`src/rtl/pc16_gate.sv`:
```
// ============================================================================
// Module   : pc16_gate
// Purpose  : 16-bit Hack program counter built from mux, half-adder and DFF gates
// Revision : 1.0
// ============================================================================
`default_nettype none

module mux16_gate (
    input  logic [15:0] a,
    input  logic [15:0] b,
    input  logic        sel,
    output logic [15:0] out
);
    assign out = sel ? b : a;
endmodule

module half_adder_gate (
    input  logic a,
    input  logic b,
    output logic sum,
    output logic carry
);
    assign sum   = a ^ b;
    assign carry = a & b;
endmodule

module inc16_gate (
    input  logic [15:0] a,
    output logic [15:0] sum,
    output logic        carry_out
);
    logic [16:0] w_carry;

    // Adding 1 is a half-adder ripple with the chain's carry-in tied high.
    assign w_carry[0] = 1'b1;

    for (genvar i = 0; i < 16; i++) begin : g_ha
        half_adder_gate u_ha (
            .a     (a[i]),
            .b     (w_carry[i]),
            .sum   (sum[i]),
            .carry (w_carry[i+1])
        );
    end

    assign carry_out = w_carry[16];
endmodule

module dff16_gate (
    input  logic        clk,
    input  logic [15:0] d,
    output logic [15:0] q
);
    always_ff @(posedge clk) begin
        q <= d;
    end
endmodule

module pc16_gate #(
    parameter logic [15:0] RESET_VALUE = 16'h0000
) (
    input  logic        clk,
    input  logic        reset,
    input  logic [15:0] in,
    input  logic        load,
    input  logic        inc,
    output logic [15:0] out,
    output logic        wrap
);
    localparam logic [15:0] C_RESET_VALUE = RESET_VALUE;

    logic [15:0] w_inc_value;
    logic        w_inc_carry;
    logic [15:0] w_after_inc;
    logic [15:0] w_after_load;
    logic [15:0] w_next;
    logic        w_wrap_next;
    logic        r_wrap;

    inc16_gate u_inc (
        .a         (out),
        .sum       (w_inc_value),
        .carry_out (w_inc_carry)
    );

    mux16_gate u_inc_mux (
        .a   (out),
        .b   (w_inc_value),
        .sel (inc),
        .out (w_after_inc)
    );

    mux16_gate u_load_mux (
        .a   (w_after_inc),
        .b   (in),
        .sel (load),
        .out (w_after_load)
    );

    mux16_gate u_reset_mux (
        .a   (w_after_load),
        .b   (C_RESET_VALUE),
        .sel (reset),
        .out (w_next)
    );

    dff16_gate u_reg (
        .clk (clk),
        .d   (w_next),
        .q   (out)
    );

    // Carry out of the incrementer is set only when out is 16'hFFFF.
    assign w_wrap_next = ~reset & ~load & inc & w_inc_carry;

    always_ff @(posedge clk) begin
        if (reset) begin
            r_wrap <= 1'b0;
        end else begin
            r_wrap <= w_wrap_next;
        end
    end

    assign wrap = r_wrap;
endmodule

`default_nettype wire

```
`config.mk`:
```
export PLATFORM = sky130hd
export DESIGN_NAME = pc16_gate
export DESIGN_NICKNAME = d
export VERILOG_FILES = /design/src/rtl/pc16_gate.sv
export SDC_FILE = /design/constraint.sdc
export NUM_CORES = 1
export LEC_CHECK = 0
export ABC_CLOCK_PERIOD_IN_PS = 8200
export CAP_MARGIN = 20
export CORE_MARGIN = 2
export CORE_UTILIZATION = 46
export DETAILED_ROUTE_END_ITERATION = 16
export GPL_TIMING_DRIVEN = 0
export PLACE_DENSITY = 0.81
export SLEW_MARGIN = 15
export SYNTH_ARGS = -nofsm -noshare
export SYNTH_HDL_FRONTEND = slang
export SYNTH_SLANG_ARGS = --single-unit
```
`constraint.sdc`:
```
create_clock -name clk -period 8.2 [get_ports clk]
set_input_delay 2.05 -clock clk [delete_from_list [all_inputs] [get_ports clk]]
set_output_delay 2.05 -clock clk [all_outputs]
set_load 0.02 [all_outputs]
```
## Yosys cells after proc, flatten, opt, wreduce, memory -nomap -nowiden

Cells that the tools add are included.

- Bits in registers: 17
- Input bits: 20
- Word-level logic and storage cells: 41

- Muxes and demuxes: 2
- Bitwise operators: 36
- Reductions and logical operators: 1

Operator list:

| kind | number |
|---|---|
| 16-bit two-way mux | 2 |
| 1-bit bitwise AND | 18 |
| 1-bit XOR | 15 |
| 1-bit inverter | 3 |
| 2-bit nonzero test | 1 |

## Logic depth before layout (Yosys ltp)

Gate-level depths: netlist of run 1.

- Word-level depth: 17
- Gate-level depth with buffers: 17
- Mapped depth without buffers: 17

## Hierarchy

A second synthesis of run 1 with hierarchy kept.

- Cells, all modules: 90
- Area, all modules: 1307.5 um2

By module, submodules not included:

| module | instances | cells an instance | area each (um2) | sequential area each (um2) |
|---|---|---|---|---|
| mux16_gate | 3 | 18 | 249.0 | 0.0 |
| dff16_gate | 1 | 16 | 320.3 | 320.3 |
| half_adder_gate | 16 | 1 | 12.5 | 0.0 |
| pc16_gate | 1 | 3 | 36.3 | 20.0 |
| inc16_gate | 1 | 1 | 3.8 | 0.0 |

## Least setup slack after synthesis of run 1

No wires, ideal clock.

- Path kind: register to register
- Start: register u_reg.q[1]
- End: register u_reg.q[15]
- Arrival time: 3451 ps
- Required time: 8114 ps
- Setup slack: 4663 ps
- Stages on the path, launching flop included: 18
- Path buffers: 0
- Clock period less this slack: 3537 ps
- Cells stage by stage: dfxtp_1 -> ha_1 -> ha_1 -> ha_1 -> ha_1 -> ha_1 -> ha_1 -> ha_1 -> ha_1 -> ha_1 -> ha_1 -> ha_1 -> ha_1 -> ha_1 -> ha_1 -> ha_1 -> mux2i_1 -> a211oi_1

- Cells in the longest elaborated chain, start to end: 17

RTL lines:

| item | RTL line | text |
|---|---|---|
| from (decl) | 52 | `output logic [15:0] q` |
| from (signal assigned) | 55 | `q <= d;` |
| 1-bit bitwise AND (14 in a row) | 24 | `assign carry = a & b;` |
| 1-bit XOR | 23 | `assign sum = a ^ b;` |
| 16-bit two-way mux (2 in a row) | 14 | `assign out = sel ? b : a;` |

Every way passes these cells. The select of a mux whose other input is x is not followed.
A chain may end at the register's enable or synchronous reset.

## Final worst setup path of run 1

- Start: register u_reg.q[0]
- End: register u_reg.q[15]

Same word-level chain as after synthesis.

==> key figures, run 1 <==
Critical path
  – Critical path capture point type: register
  – Setup Crit Path Kind: register to register
  – Worst path arrival time: approximately 4.0 ns
  – Critical Path Source Type: register
  – Largest driver fanout on the critical path: 3
  – Data required time at the worst endpoint: around 8.4 ns

Clocking
  – Number of buffers between clock root and the deepest sink: 2
  – Number of buffers added to fix hold violations after cts: 0
  – Number of clock buffers inserted by TritonCTS: 3
  – Worst-Skew Late Latency: between 0.2 and 0.3 ns
  – H-tree depth reported by CTS: 1
  – Number of sinks driven by the clock tree: 17
  – Number of gates resized after CTS: 0
  – Clock transition time at the flip-flop clock pins of the worst setup and hold paths: 0.10 ns
  – Clock root buffer: clkbuf_4
  – Post-CTS Setup Bufs: 0
  – TritonCTS clock tree: built

Drt
  – Number of iterations in the first detailed-routing pass: 3
  – Count of unresolved DRC violations after routing: 0
  – Vias/cell: ~5.0
  – Detail-routed net length per standard cell: between 10 and 15 um
  – Residual antenna-violating net count after detailed routing: 0
  – 1st-iter DRT viols: 6
  – Via count: ~850
  – Routed wire length: between 2000 and 2500 um

Synthesis
  – Multiplexer area fraction after synthesis: a little over an eighth
  – Gate Count Post-Synth: 105
  – EDFF count, synth: 0
  – Adder and majority cell fraction of the synthesized area: 17.0%
  – Synthesized area per cell: roughly 11 um^2
  – Synthesized netlist net count: 140
  – Largest cells by area after synthesis: dfxtp_1 (31%), ha_1 (17%), mux2i_1 (14%), buf_4 (11%), nor2b_1 (9.1%)
  – Synth top area share: just over 30%
  – Most frequent cells after synthesis: dfxtp_1 (17), buf_4 (16), nor2b_1 (16)
  – Largest area contributor in the netlist: dfxtp_1
  – Top_reg_cell synth: dfxtp_1
  – Synthesized-area fraction occupied by xor and xnor cells: less than 1%
  – Most repeated cell in the gate-level netlist after synthesis: dfxtp_1
  – Portion of the post-synthesis area used by sequential elements: between 30% and 40%
  – Netlist area before placement: around 1100 um^2
  – Dominant combinational cell family by area after synthesis: adder cells
  – Async set or reset register ratio after synthesis: 0%
  – Number of storage elements in the synthesis netlist: 17
  – Number of distinct standard cells referenced by the synthesized netlist: 15
  – Synthesis warning total: 0
  – Complex-gate fraction of the synthesized area: between 10% and 20%
  – Share of synthesized cell area in and, or, nand and nor gates: 9.86%

Die
  – Placeable Area: 2230 um^2
  – Row count: 17
  – # IOs: 37
  – Horiz. Die Dim: 53.0 um
  – Vertical die dimension: 53.0 um
  – Initial Util: approximately half
  – Area of the die: between 2000 and 3000 um^2

STA
  – Total negative slack: 0 ns
  – Final Hold Vio Count: 0
  – Worst slew pin tran: ~0.37 ns
  – Fmax: roughly 260 MHz
  – Max-Slew Margin vs Limit: 75.0%
  – Post-route fraction of the period consumed by the critical path: a little under half
  – RSZ-0062 raised after global routing: no
  – Final Max Tran Viols: 0
  – Crit path setup slack, layout: around 4.4 ns
  – Clk_skew: ~0.0019 ns
  – Crit path time final: between 3 and 4 ns
  – Number of endpoints failing setup at the final stage: 0

Global routing
  – Number of global-route vias before repair: 776
  – Number of antenna violations at the first check in global routing: 0
  – Gr ovfl total: 0
  – Met3 usage in global routing: roughly 1.7%
  – Met2 track demand over resource: between 20% and 30%
  – First-pass GRT wire length: between 3000 and 4000 um
  – Routing usage on met1: between 20% and 30%
  – Global routing's busiest layer: met2
  – Tot GR Track Use: between 10% and 20%
  – Pin count of the biggest net entering global routing: 11

Place
  – Placed wire-length estimate: between 1500 and 2000 um
  – Cell area after placement: around 1500 um^2
  – Final weighted congestion of routability-driven global placement: approximately 0.75
  – Pre-CTS setup slack: around 4.4 ns
  – Count of input and output buffers: 34

Pwr
  – Maximum VDD drop: ~0.096 mV
  – Static power due to leakage: a little under 0.7 nW
  – Power per unit of standard cell area: roughly 130 nW/um^2

Final layout
  – Final layout net count: about 180
  – Layout cells sized above 1: about a fifth
  – Area growth from synthesis to layout: 36.4%
  – N_diodes: 0
  – Fraction of the core area covered by cells at the end of the flow: between 60 and 70%
  – Fin area: approximately 1500 um^2

Min path
  – Class of the worst hold path: register to register

Status
  – Outcome: finished clean

Flow run
  – Max_cap viols: 0
## worst paths after layout
check             start           to  slack (ns)  cells after the start
max          u_reg.q[0]  u_reg.q[15]        4.37                     17
min reg2reg  u_reg.q[7]   u_reg.q[7]        0.58                      2
min          u_reg.q[7]   u_reg.q[7]        0.58                      2
max reg2reg  u_reg.q[0]  u_reg.q[15]        4.37                     17
## area by class of cell
class	count	area, um^2
Inverter	1	3.75
Fill cell	189	728
Timing Repair Buffer	34	340
Tap cell	28	35.0
Buffer	22	169
Sequential cell	17	340
Multi-Input combinational cell	65	591
Clock buffer	4	26.3
## power breakdown
group / switching (mW) / total, mW / internal [mW]
Combinational: 0.0244 / 0.0600 / 0.0356
Clock: 0.0254 / 0.0443 / 0.0189
Sequential: 0.00463 / 0.0932 / 0.0886
## layer usage
| metal | wire (um) | up-vias |
|---|---|---|
| li1 | - | 439 |
| met1 | 970 | 396 |
| met2 | 1020 | 14 |
| met3 | 55 | 2 |
| met4 | 27 | 0 |
| met5 | 0 | - |
## flip-flops by register name, indices dropped and copies added, names as in the netlist
signal   count
u_reg.q     16
wrap         1
## metrics by stage
stage          cells  total power [mW]  hold slack [ns]
6_report         171             0.197            0.578
5_1_grt          171             0.208            0.601
4_1_cts          171             0.200            0.588
3_5_place_dp     167             0.156            0.563
3_3_place_gp     167             0.154            0.559
2_1_floorplan    105             0.131            0.540
## critical path, cell delays in order, from the launching register on
cell and delay (ns):
dfxtp_1 0.35, ha_1 0.20, ha_1 0.20, ha_1 0.19
ha_1 0.20, ha_1 0.19, ha_1 0.21, ha_1 0.20
ha_1 0.20, ha_1 0.20, ha_1 0.20, ha_1 0.19
ha_1 0.21, ha_1 0.22, ha_1 0.20, ha_1 0.27
mux2i_1 0.06, a211oi_1 0.25
## cells in the final DEF, fill, tap and decap left out, types with 2 or more instances in the layout
cell / count
clkbuf_1: 3
a211oi_2: 3
ha_1: 15
clkdlybuf4s50_1: 34
nor2b_1: 16
buf_4: 16
clkbuf_4: 3
dfxtp_1: 17
a211oi_1: 13
buf_2: 2
mux2i_1: 15
## logic make-up (layout without fill, tap and decap cells)
group           Yosys count  in the layout
compound gates           16             16
flops                    17             17
mux                      15             15
fa+ha+maj                15             15
simple gates             18             18
buf+inv                  23             61
xor+xnor                  1              1
No activity file was read; power rests on OpenSTA's default activity.
==> inputs of run 2 (changes only) <==
ABC_CLOCK_PERIOD_IN_PS = 3300   (was 8200)
CORE_UTILIZATION = 40   (was 46)
PLACE_DENSITY = 0.74   (was 0.81)
clock period = 3.3 ns   (was 8.2 ns; I/O delays follow)
==> run 2 against run 1 <==
Compared with the run above:
- worst hold slack better by 0.029 ns
- largest power group unchanged
- final area up 13%
- combinational power rose to 2.7 times the previous value
- global-route usage shrank 0.60 points
- largest cell class unchanged
- first-iteration DRC count is 17% higher
==> key figures, run 2 (synthesis results as in run 1) <==
STA
  – Hold Slack: 0.607 ns
  – RSZ-0062 raised after global routing: no
  – Post-route fraction of the period consumed by the critical path: between 90% and 100%
  – Crit path time final: approximately 3.2 ns
  – Final Hold Vio Count: 0
  – Final Max Tran Viols: 0
  – Max-Slew Margin vs Limit: ~73%
  – Worst slew pin tran: approximately 0.4 ns
  – Total negative slack: 0 ns
  – Number of endpoints failing setup at the final stage: 0
  – Clk_skew: around 0.0087 ns
  – Fmax: 313 MHz

Place
  – Count of input and output buffers: 34
  – Placed wire-length estimate: roughly 1600 um
  – Final weighted congestion of routability-driven global placement: around 0.68

Pwr
  – Maximum VDD drop: 0.237 mV
  – Static power due to leakage: around 0.67 nW
  – Power per unit of standard cell area: 303 nW/um^2

Clocking
  – Number of sinks driven by the clock tree: 17
  – H-tree depth reported by CTS: 1
  – TritonCTS clock tree: built
  – Clock root buffer: clkbuf_4
  – Clock transition time at the flip-flop clock pins of the worst setup and hold paths: ~0.11 ns
  – Number of buffers added to fix hold violations after cts: 0
  – Worst-Skew Late Latency: approximately 0.31 ns
  – Number of buffers between clock root and the deepest sink: 2
  – Number of clock buffers inserted by TritonCTS: 3

Drt
  – Via count: 883
  – Vias/cell: ~5.0
  – 1st-iter DRT viols: 7
  – Count of unresolved DRC violations after routing: 0
  – Routed wire length: between 2000 and 2500 um
  – Residual antenna-violating net count after detailed routing: 0
  – Number of iterations in the first detailed-routing pass: 2
  – Detail-routed net length per standard cell: about 14 um

Critical path
  – Worst path arrival time: roughly 3.4 ns
  – Start of the worst register-to-register path: u_reg.q[0]
  – Setup Crit Path Kind: register to register
  – Worst-case register-to-register setup slack: around 0.11 ns
  – Largest driver fanout on the critical path: 2
  – Endpoint of the worst register-to-register path: u_reg.q[15]
  – Number of cells traversed by the worst register-to-register path: 17
  – Critical path capture point type: register
  – Data required time at the worst endpoint: around 3.5 ns
  – Critical Path Source Type: register

Global routing
  – Number of antenna violations at the first check in global routing: 0
  – First-pass GRT wire length: a little over 4000 um
  – Pin count of the biggest net entering global routing: 12
  – Gr ovfl total: 0
  – Number of global-route vias before repair: roughly 940
  – Tot GR Track Use: between 15 and 20%

Final layout
  – Commonest non-fill, non-tap cell in the layout: clkdlybuf4s50_1
  – Most frequent cells in the layout: clkdlybuf4s50_1 (34), buf_4 (18), nor2b_1 (16)
  – Layout cells sized above 1: around a third
  – Filler instances: about 250
  – N_diodes: 0
  – Area growth from synthesis to layout: 54.8%
  – Max reg flops: 16
  – Register ranked first by flip-flop count: u_reg.q
  – Final layout net count: about 180

Flow run
  – Max_cap viols: 0

Min path
  – Hold endpoint: u_reg.q[3]
  – Class of the worst hold path: register to register
  – Source of the worst hold timing path: u_reg.q[3]
  – Worst Hold Depth: 2

Status
  – Outcome: finished clean

Die
  – Horiz. Die Dim: approximately 57 um
  – Initial Util: about two fifths
  – Area of the die: about 3200 um^2
  – Placeable Area: 2690 um^2
  – Row count: 19
  – # IOs: 37
  – Vertical die dimension: around 57 um
==> run 2: area by class of cell <==
type / count / area (um^2) / share of cell area, %
buffer: 22 / 169 / 9.89
clock buffer: 3 / 22.5 / 1.32
clock inverter: 1 / 7.51 / 0.440
inverter: 1 / 3.75 / 0.220
multi-input combinational: 65 / 768 / 45.0
sequential: 17 / 343 / 20.1
tap: 31 / 38.8 / 2.27
timing repair buffer: 36 / 355 / 20.8
==> run 2: worst max-delay path, cell delays in order, from the launching register on <==
cell	delay, ns
dfxtp_2	0.34
ha_2	0.20
ha_4	0.16
ha_4	0.16
ha_4	0.16
ha_4	0.16
ha_4	0.16
ha_4	0.16
ha_4	0.16
ha_4	0.16
ha_4	0.16
ha_4	0.16
ha_4	0.16
ha_4	0.16
ha_4	0.16
ha_4	0.25
mux2i_1	0.06
a211oi_1	0.20
==> run 2: routing by layer <==
metal / track usage, % / routed length, um
met5: 0 / 0
met4: 6.12 / 31
met3: 3.46 / 137
met2: 27.6 / 1170
met1: 20.3 / 1100
==> run 2: where the power goes <==
part | internal, mW | leakage, nW | switching, mW
clock | 0.0463 | 0.0139 | 0.0749
combinational | 0.0951 | 0.516 | 0.0634
sequential | 0.221 | 0.142 | 0.0170
total | 0.362 | 0.672 | 0.155
==> run 2: how the worst max path moves through the flow <==
| stage | startpoint | to | depth (start not counted) |
|---|---|---|---|
| after floorplan | u_reg.q[1] | u_reg.q[15] | 17 |
| after global placement | u_reg.q[1] | u_reg.q[15] | 17 |
| after detailed placement | u_reg.q[1] | u_reg.q[15] | 17 |
| after CTS | u_reg.q[0] | u_reg.q[15] | 17 |
| after global routing | u_reg.q[0] | u_reg.q[15] | 17 |
| final | u_reg.q[0] | u_reg.q[15] | 17 |
==> run 2: metrics by stage <==
step                      std cells  worst slack [ns]  power (mW)  util (%)  cell area [um^2]
after floorplan                 105            0.0210       0.327         -              1130
after global placement          170            -0.115       0.385      56.4              1510
after detailed placement        170            -0.155       0.389      56.4              1510
after CTS                       176           0.00606       0.518      61.7              1660
after global routing            176           0.00783       0.547      63.6              1710
final                           176             0.106       0.517      63.6              1710
==> run 2: what timing repair did <==
item                                    in CTS  in global routing
pin swaps                                    2                  1
endpoints found under the setup margin       1                  1
gates resized for setup                     12                  5
buffers inserted                             2                  0
==> inputs of run 3 (changes only) <==
--- a/constraint.sdc
+++ b/constraint.sdc
@@ -3,2 +3,2 @@
 set_output_delay 0.825 -clock clk [all_outputs]
-set_load 0.02 [all_outputs]
+set_load 0.05 [all_outputs]
==> results of run 3 <==
Same layout as run 2 (identical final DEF). Status: finished clean.
Main changes from that run: total power 0.517 mW -> 0.551 mW; worst IR drop on VDD 0.237 mV -> 0.249 mV
